<file path="config.mk">
export PLATFORM = sky130hd
export DESIGN_NAME = rl_ram_1r1w_arbiter
export DESIGN_NICKNAME = d
export VERILOG_FILES = /design/src/rtl/rl_ram_arb_pkg.sv /design/src/rtl/rl_ram_1r1w_arbiter_rr.sv /design/src/rtl/rl_ram_1r1w_arbiter.sv
export SDC_FILE = /design/constraint.sdc
export NUM_CORES = 1
export LEC_CHECK = 0
export ABC_CLOCK_PERIOD_IN_PS = 3200
export CAP_MARGIN = 30
export CORE_MARGIN = 8
export CORE_UTILIZATION = 35
export CTS_CLUSTER_DIAMETER = 60
export DETAILED_ROUTE_END_ITERATION = 8
export GPL_TIMING_DRIVEN = 0
export PLACE_DENSITY = 0.85
export SLEW_MARGIN = 10
export SYNTH_ARGS = -nofsm -noshare
export SYNTH_HDL_FRONTEND = slang
export SYNTH_HIERARCHICAL = 1
export SYNTH_SLANG_ARGS = --single-unit
</file>
<file path="constraint.sdc">
create_clock -name clk_i -period 3.2 [get_ports clk_i]
set_clock_uncertainty 0.1 [all_clocks]
set_input_delay 0.64 -clock clk_i [delete_from_list [all_inputs] [get_ports clk_i]]
set_output_delay 0.64 -clock clk_i [all_outputs]
set_load 0.1 [all_outputs]
</file>
<file path="src/rtl/rl_ram_arb_pkg.sv">
// Shared types and round-robin helpers for the 1R1W RAM arbiter.
package rl_ram_arb_pkg;

    // Largest supported requester count and the width of an index into it.
    localparam int RR_MAX   = 8;
    localparam int RR_IDX_W = 3;

    typedef enum logic {
        ST_CLEAR = 1'b0,
        ST_RUN   = 1'b1
    } state_e;

    // Round-robin pick: first requester at or after ptr, wrapping modulo n.
    // Vectors are RR_MAX wide; bits at or above n must be zero.
    function automatic logic [RR_MAX-1:0] rr_grant(input logic [RR_MAX-1:0]   req,
                                                   input logic [RR_IDX_W-1:0] ptr,
                                                   input int                  n);
        logic [RR_MAX-1:0] gnt;
        logic              found;
        int                j;
        gnt   = '0;
        found = 1'b0;
        for (int k = 0; k < RR_MAX; k++) begin
            j = (int'(ptr) + k) % n;
            if (k < n && !found && req[j]) begin
                gnt[j] = 1'b1;
                found  = 1'b1;
            end
        end
        return gnt;
    endfunction

    // One-hot (or zero) vector to binary index; zero maps to 0.
    function automatic logic [RR_IDX_W-1:0] oh_to_idx(input logic [RR_MAX-1:0] oh);
        logic [RR_IDX_W-1:0] idx;
        idx = '0;
        for (int i = 0; i < RR_MAX; i++) begin
            if (oh[i]) idx = idx | RR_IDX_W'(i);
        end
        return idx;
    endfunction

endpackage

</file>
<file path="src/rtl/rl_ram_1r1w_arbiter_rr.sv">
// Round-robin arbiter with its own rotating priority pointer.
// The pointer moves just past the winner and holds while idle.
module rl_rr_arbiter
    import rl_ram_arb_pkg::*;
#(
    parameter  int NREQ = 2,
    localparam int IW   = (NREQ > 1) ? $clog2(NREQ) : 1
) (
    input  logic            clk_i,
    input  logic            rst_ni,
    input  logic [NREQ-1:0] req_i,
    input  logic            en_i,
    output logic [NREQ-1:0] gnt_o,
    output logic [IW-1:0]   gnt_idx_o
);

    logic [RR_IDX_W-1:0] ptr_q, ptr_d;
    logic [RR_MAX-1:0]   req_ext;
    logic [RR_MAX-1:0]   gnt_ext;
    logic [RR_IDX_W-1:0] idx;

    // Grant selection and pointer advance.
    always_comb begin
        req_ext             = '0;
        req_ext[NREQ-1:0]   = req_i;
        gnt_ext             = en_i ? rr_grant(req_ext, ptr_q, NREQ) : '0;
        idx                 = oh_to_idx(gnt_ext);
        gnt_o               = gnt_ext[NREQ-1:0];
        gnt_idx_o           = idx[IW-1:0];
        ptr_d               = ptr_q;
        if (|gnt_ext) begin
            ptr_d = (idx == RR_IDX_W'(NREQ - 1)) ? '0 : idx + RR_IDX_W'(1);
        end
    end

    // Priority pointer register.
    always_ff @(posedge clk_i or negedge rst_ni) begin
        if (!rst_ni) ptr_q <= '0;
        else         ptr_q <= ptr_d;
    end

endmodule

</file>
<file path="src/rtl/rl_ram_1r1w_arbiter.sv">
// Shares one registered-read 1R1W RAM between NREQ requesters, with
// independent read/write round-robin arbitration, read-after-write
// forwarding for same-cycle collisions, and a zero-fill clear sweep.
//
//   state    | meaning
//   ---------+-----------------------------------------------------------
//   ST_CLEAR | writing zero to address cnt each cycle; no grants; busy_o=1
//   ST_RUN   | normal arbitration; clear_i starts a new sweep
module rl_ram_1r1w_arbiter
    import rl_ram_arb_pkg::*;
#(
    parameter  int ABITS          = 10,
    parameter  int DBITS          = 32,
    parameter  int NREQ           = 2,
    parameter  int CLEAR_ON_RESET = 1,
    localparam int BEBITS         = (DBITS + 7) / 8,
    localparam int IW             = (NREQ > 1) ? $clog2(NREQ) : 1
) (
    input  logic                   clk_i,
    input  logic                   rst_ni,
    input  logic                   clear_i,
    output logic                   busy_o,
    input  logic [NREQ-1:0]        wreq_i,
    output logic [NREQ-1:0]        wack_o,
    input  logic [NREQ*ABITS-1:0]  waddr_i,
    input  logic [NREQ*DBITS-1:0]  wdata_i,
    input  logic [NREQ*BEBITS-1:0] wbe_i,
    input  logic [NREQ-1:0]        rreq_i,
    output logic [NREQ-1:0]        rack_o,
    input  logic [NREQ*ABITS-1:0]  raddr_i,
    output logic [NREQ-1:0]        rvalid_o,
    output logic [DBITS-1:0]       rdata_o,
    output logic [ABITS-1:0]       ram_waddr_o,
    output logic [DBITS-1:0]       ram_din_o,
    output logic                   ram_we_o,
    output logic [BEBITS-1:0]      ram_be_o,
    output logic [ABITS-1:0]       ram_raddr_o,
    input  logic [DBITS-1:0]       ram_dout_i
);

    localparam state_e ST_RESET = (CLEAR_ON_RESET != 0) ? ST_CLEAR : ST_RUN;

    state_e             state_q, state_d;
    logic [ABITS-1:0]   cnt_q, cnt_d;
    logic               arb_en;
    logic [NREQ-1:0]    wgnt, rgnt;
    logic [IW-1:0]      widx, ridx;
    logic [ABITS-1:0]   raddr_sel;
    logic [ABITS-1:0]   raddr_q;
    logic               fwd_hit;
    logic               rv_q;
    logic [IW-1:0]      ridx_q;
    logic               fwd_q;
    logic [DBITS-1:0]   fwd_data_q;
    logic [BEBITS-1:0]  fwd_be_q;

    // Grants are also suppressed while reset is asserted so nothing
    // reaches the RAM before the controller is live.
    assign arb_en = (state_q == ST_RUN) && rst_ni;
    assign busy_o = (state_q == ST_CLEAR);
    assign wack_o = wgnt;
    assign rack_o = rgnt;

    rl_rr_arbiter #(.NREQ(NREQ)) u_warb (
        .clk_i     (clk_i),
        .rst_ni    (rst_ni),
        .req_i     (wreq_i),
        .en_i      (arb_en),
        .gnt_o     (wgnt),
        .gnt_idx_o (widx)
    );

    rl_rr_arbiter #(.NREQ(NREQ)) u_rarb (
        .clk_i     (clk_i),
        .rst_ni    (rst_ni),
        .req_i     (rreq_i),
        .en_i      (arb_en),
        .gnt_o     (rgnt),
        .gnt_idx_o (ridx)
    );

    // Next-state logic for the clear sweep / run sequencer.
    always_comb begin
        state_d = state_q;
        cnt_d   = cnt_q;
        case (state_q)
            ST_CLEAR: begin
                cnt_d = cnt_q + ABITS'(1);
                if (cnt_q == '1) begin
                    state_d = ST_RUN;
                    cnt_d   = '0;
                end
            end
            ST_RUN: begin
                if (clear_i) begin
                    state_d = ST_CLEAR;
                    cnt_d   = '0;
                end
            end
            default: begin
                state_d = ST_RUN;
                cnt_d   = '0;
            end
        endcase
    end

    // Sequencer state and sweep counter.
    always_ff @(posedge clk_i or negedge rst_ni) begin
        if (!rst_ni) begin
            state_q <= ST_RESET;
            cnt_q   <= '0;
        end else begin
            state_q <= state_d;
            cnt_q   <= cnt_d;
        end
    end

    // RAM write port: sweep writes during CLEAR, granted slice during RUN.
    always_comb begin
        ram_we_o    = 1'b0;
        ram_waddr_o = '0;
        ram_din_o   = '0;
        ram_be_o    = '0;
        if (state_q == ST_CLEAR) begin
            ram_we_o    = rst_ni;
            ram_waddr_o = cnt_q;
            ram_be_o    = '1;
        end else if (|wgnt) begin
            ram_we_o    = 1'b1;
            ram_waddr_o = waddr_i[int'(widx)*ABITS +: ABITS];
            ram_din_o   = wdata_i[int'(widx)*DBITS +: DBITS];
            ram_be_o    = wbe_i[int'(widx)*BEBITS +: BEBITS];
        end
    end

    // RAM read address follows the granted slice and holds when idle.
    always_comb begin
        raddr_sel   = raddr_i[int'(ridx)*ABITS +: ABITS];
        ram_raddr_o = (|rgnt) ? raddr_sel : raddr_q;
        fwd_hit     = (|rgnt) && ram_we_o && (ram_waddr_o == raddr_sel);
    end

    // Read-return tracking and forwarding capture.
    always_ff @(posedge clk_i or negedge rst_ni) begin
        if (!rst_ni) begin
            raddr_q    <= '0;
            rv_q       <= 1'b0;
            ridx_q     <= '0;
            fwd_q      <= 1'b0;
            fwd_data_q <= '0;
            fwd_be_q   <= '0;
        end else begin
            if (|rgnt) raddr_q <= raddr_sel;
            rv_q       <= |rgnt;
            ridx_q     <= ridx;
            fwd_q      <= fwd_hit;
            fwd_data_q <= ram_din_o;
            fwd_be_q   <= ram_be_o;
        end
    end

    // Route the response to its requester; merge forwarded bytes.
    always_comb begin
        rvalid_o = '0;
        if (rv_q) rvalid_o[ridx_q] = 1'b1;
        for (int b = 0; b < DBITS; b++) begin
            rdata_o[b] = (fwd_q && fwd_be_q[b/8]) ? fwd_data_q[b] : ram_dout_i[b];
        end
    end

endmodule
</file>
==> flow_summary.json <==
{
  "max_stage_delay_ns": 0.56,
  "synthAdderAreaFrac_pct": 0.365,
  "insertion_delay_ns": 0.34,
  "critPathMaxFanout": 10,
  "cts_tree": "built",
  "p_comb_share_pct": 51.2,
  "crit_path_start_kind": "input pin",
  "reg2reg_from": "state_q$_DFF_PN0_",
  "power.density_nw_per_um2": 403,
  "p_leak_nw": 3.23,
  "p_sw_share_pct": 47.7,
  "ir_worst_vdd_v": 0.000612,
  "crit_type": "input pin to primary output",
  "outcome": "finished, violations left",
  "synth_warnings": 6,
  "p_sw_mw": 1.55,
  "grt_remaining_overflow": 0,
  "drt_iter0_drc": 198,
  "synth-simple-area-share_pct": 10.6,
  "io_buffers": 246,
  "ys_top_cells_by_area": "dfrtp_1 45%, mux2i_1 17%, mux2_2 11%, nor2_1 5.0%, xor2_1 2.6%",
  "internal_power_mw": 1.69,
  "dieArea_um2": 13200,
  "drc_errors": 0,
  "min_period_ns": 3.23,
  "synthXorXnorAreaFrac_pct": 3.57,
  "ys_async_sr_fraction_pct": 100,
  "area_growth_pct": 134,
  "cp.depth": 7,
  "hold_path.class": "input pin to asynchronous set/reset pin",
  "p_clk_share_pct": 19.8,
  "synth-compound-area-share_pct": 9.08,
  "rows": 36,
  "r2r_cells": 10,
  "yosys.area.top_type": "dfrtp_1",
  "slew_headroom_pct": 31.3,
  "seq_power_share_pct": 29.1,
  "start_util_pct": 35.6,
  "antenna_found_initial": 2,
  "muxShareOfSynthArea_pct": 27.1,
  "synthFlopType": "dfrtp_1",
  "root_buffer": "clkbuf_8",
  "setup_viol": 2,
  "dieWidth_um": 115,
  "grt.total_usage_pct": 26.3,
  "hpwl_mm": 12.4,
  "yosys.cell_count.top_type": "dfrtp_1",
  "path_clk_slew_ns": 0.08,
  "ys_seq_area_share_pct": 45.2,
  "detail-route-antenna-nets": 0,
  "end_kind": "primary output",
  "core_area_um2": 9640,
  "cp.arrival_ns": 2.49,
  "cp_top_family": "buffers and inverters",
  "period_share_pct": 101,
  "synth.avg_cell_area_um2": 10.5,
  "clock_sinks": 62,
  "netlist_instances": 326,
  "synth_top_area_share_pct": 45.2,
  "final_util_pct": 83.4,
  "cts_max_level": 3,
  "timing.final.ws_setup_ns": -0.0306,
  "ys_types": 38,
  "fmax_mhz": 310,
  "grt_pass1_vias": 4255,
  "synth_edf_count": 0,
  "cts_buffer_depth": 2,
  "wl_mm": 20.1,
  "fin_nets": 760,
  "synth_nets": 478,
  "cp_data_required_time_ns": 2.46,
  "r2r-end": "fwd_q$_DFF_PN0_",
  "crit_chain": "clkdlybuf4s50_1, nand2_1, a21oi_2, buf_8, mux2i_4, a21oi_4, clkbuf_4",
  "violations": "setup timing",
  "crit_start": "rreq_i[1]",
  "timing.final.hold_violations": 0,
  "power_mw": 3.24,
  "grt_start_max_net_pins": 32,
  "dr.pass1.iters": 4,
  "cap_viol_max_count": 0,
  "cp_num_buf_inv": 3,
  "die_y_um": 115,
  "slowest_stage": "clkdlybuf4s50_1",
  "cts_buffers": 9,
  "wire_per_inst_um": 26.8,
  "synth_common_cells": "62 x dfrtp_1, 57 x mux2i_1, 46 x nor2_1",
  "grt_pass1_wl_mm": 26.2,
  "netlist_area_um2": 3430,
  "io_pins": 247,
  "viasPerCell": 5.38,
  "drive_gt1_share_pct": 45.7,
  "finalSetupTns_ns": -0.0310,
  "rrSetupSlack_ns": 0.69,
  "slew_violations": 0,
  "via_count": 4027,
  "ys_ff_latch": 62,
  "place_congestion": 0.876,
  "worst_setup_path_endpoint": "ram_raddr_o[9]",
  "synth_top_family_by_area": "multiplexers",
  "rsz0062_at_grt": "yes",
  "tightest_slew_ns": 1.03
}
==> through the flow <==
step	cell area [um^2]	cells	setup slack (ns)	hold WS, ns
2_1_floorplan	4130	326	-0.153	0.244
3_3_place_gp	6760	705	-3.59	0.395
3_5_place_dp	6890	710	-1.41	0.340
4_1_cts	7680	741	-0.0847	0.305
5_1_grt	8040	748	-0.102	0.263
6_report	8040	748	-0.0306	0.274
==> sequential cells by signal, summed over array words and instances (netlist names) <==
register and count:
fwd_q 1, fwd_data_q 32, fwd_be_q 4, state_q 1
cnt_q 10, u_rarb/ptr_q 1, ridx_q 1, rv_q 1
u_warb/ptr_q 1, raddr_q 10
==> repair_timing <==
action	4_1_cts	5_1_grt
gates resized for setup	461	88
cloned	5	0
setup buffers	9	5
endpoints found under the setup margin	86	63
endpoints found under the hold margin	1	0
hold buffers	1	0
pin swaps	2	2
==> cell type report <==
cell class | instances | area [um^2]
timing repair buffer | 271 | 2940
multi-input combinational | 235 | 2880
fill | 474 | 1600
sequential | 62 | 1550
buffer | 16 | 274
tap | 133 | 166
clock buffer | 12 | 145
inverter | 13 | 63.8
clock inverter | 4 | 22.5
antenna | 2 | 5.00
==> power groups by stage <==
stage | clock network (mW) | logic [mW] | registers (mW)
3_5_place_dp | 0 | 1.59 | 0.953
3_3_place_gp | 0 | 1.56 | 0.947
5_1_grt | 0.685 | 1.72 | 0.951
6_report | 0.640 | 1.66 | 0.941
4_1_cts | 0.623 | 1.60 | 0.940
2_1_floorplan | 0 | 1.12 | 0.936
==> layout by cell type (no fill, tap or decap), types with 6 or more instances in the layout <==
master and n:
mux2i_4 37, dlygate4sd2_1 28, nor2_4 40, dlymetal6s2s_1 6, buf_16 10, mux2i_2 13, clkbuf_8 10, inv_1 11
buf_12 10, nand2_1 17, buf_2 7, clkdlybuf4s50_1 153, mux2_2 32, dfrtp_1 61, a21oi_4 13, buf_8 12
buf_6 24, xor2_1 10, mux2i_1 7, buf_4 21
==> metal layers <==
metal	routed length, um	vias to the layer above	share of wire, %	global-route usage, %
met3	1890	67	9.4	8.61
met4	857	0	4.3	9.11
li1	-	1711	-	-
met2	10500	255	52	47.3
met1	6850	1994	34	28.1
met5	0	-	0	0
==> how the worst min path moves through the flow <==
| stage | start | end |
|---|---|---|
| floorplan | rst_ni | cnt_q[0]$_DFFE_PN0P_ |
| global placement | cnt_q[7]$_DFFE_PN0P_ | cnt_q[7]$_DFFE_PN0P_ |
| detailed placement | rst_ni | fwd_data_q[1]$_DFF_PN0_ |
| CTS | rst_ni | raddr_q[4]$_DFF_PN0_ |
| global route | rst_ni | fwd_data_q[24]$_DFF_PN0_ |
| finish | rst_ni | fwd_data_q[24]$_DFF_PN0_ |
==> cells by family after synthesis <==
group / after synthesis
flip-flops: 62
adder cells (fa/ha/maj): 1
AO/OA/AOI/OAI: 46
AND/OR/NAND/NOR: 85
XOR/XNOR: 14
buffers and inverters: 29
multiplexers: 89
Power figures use the tool's default switching activity.
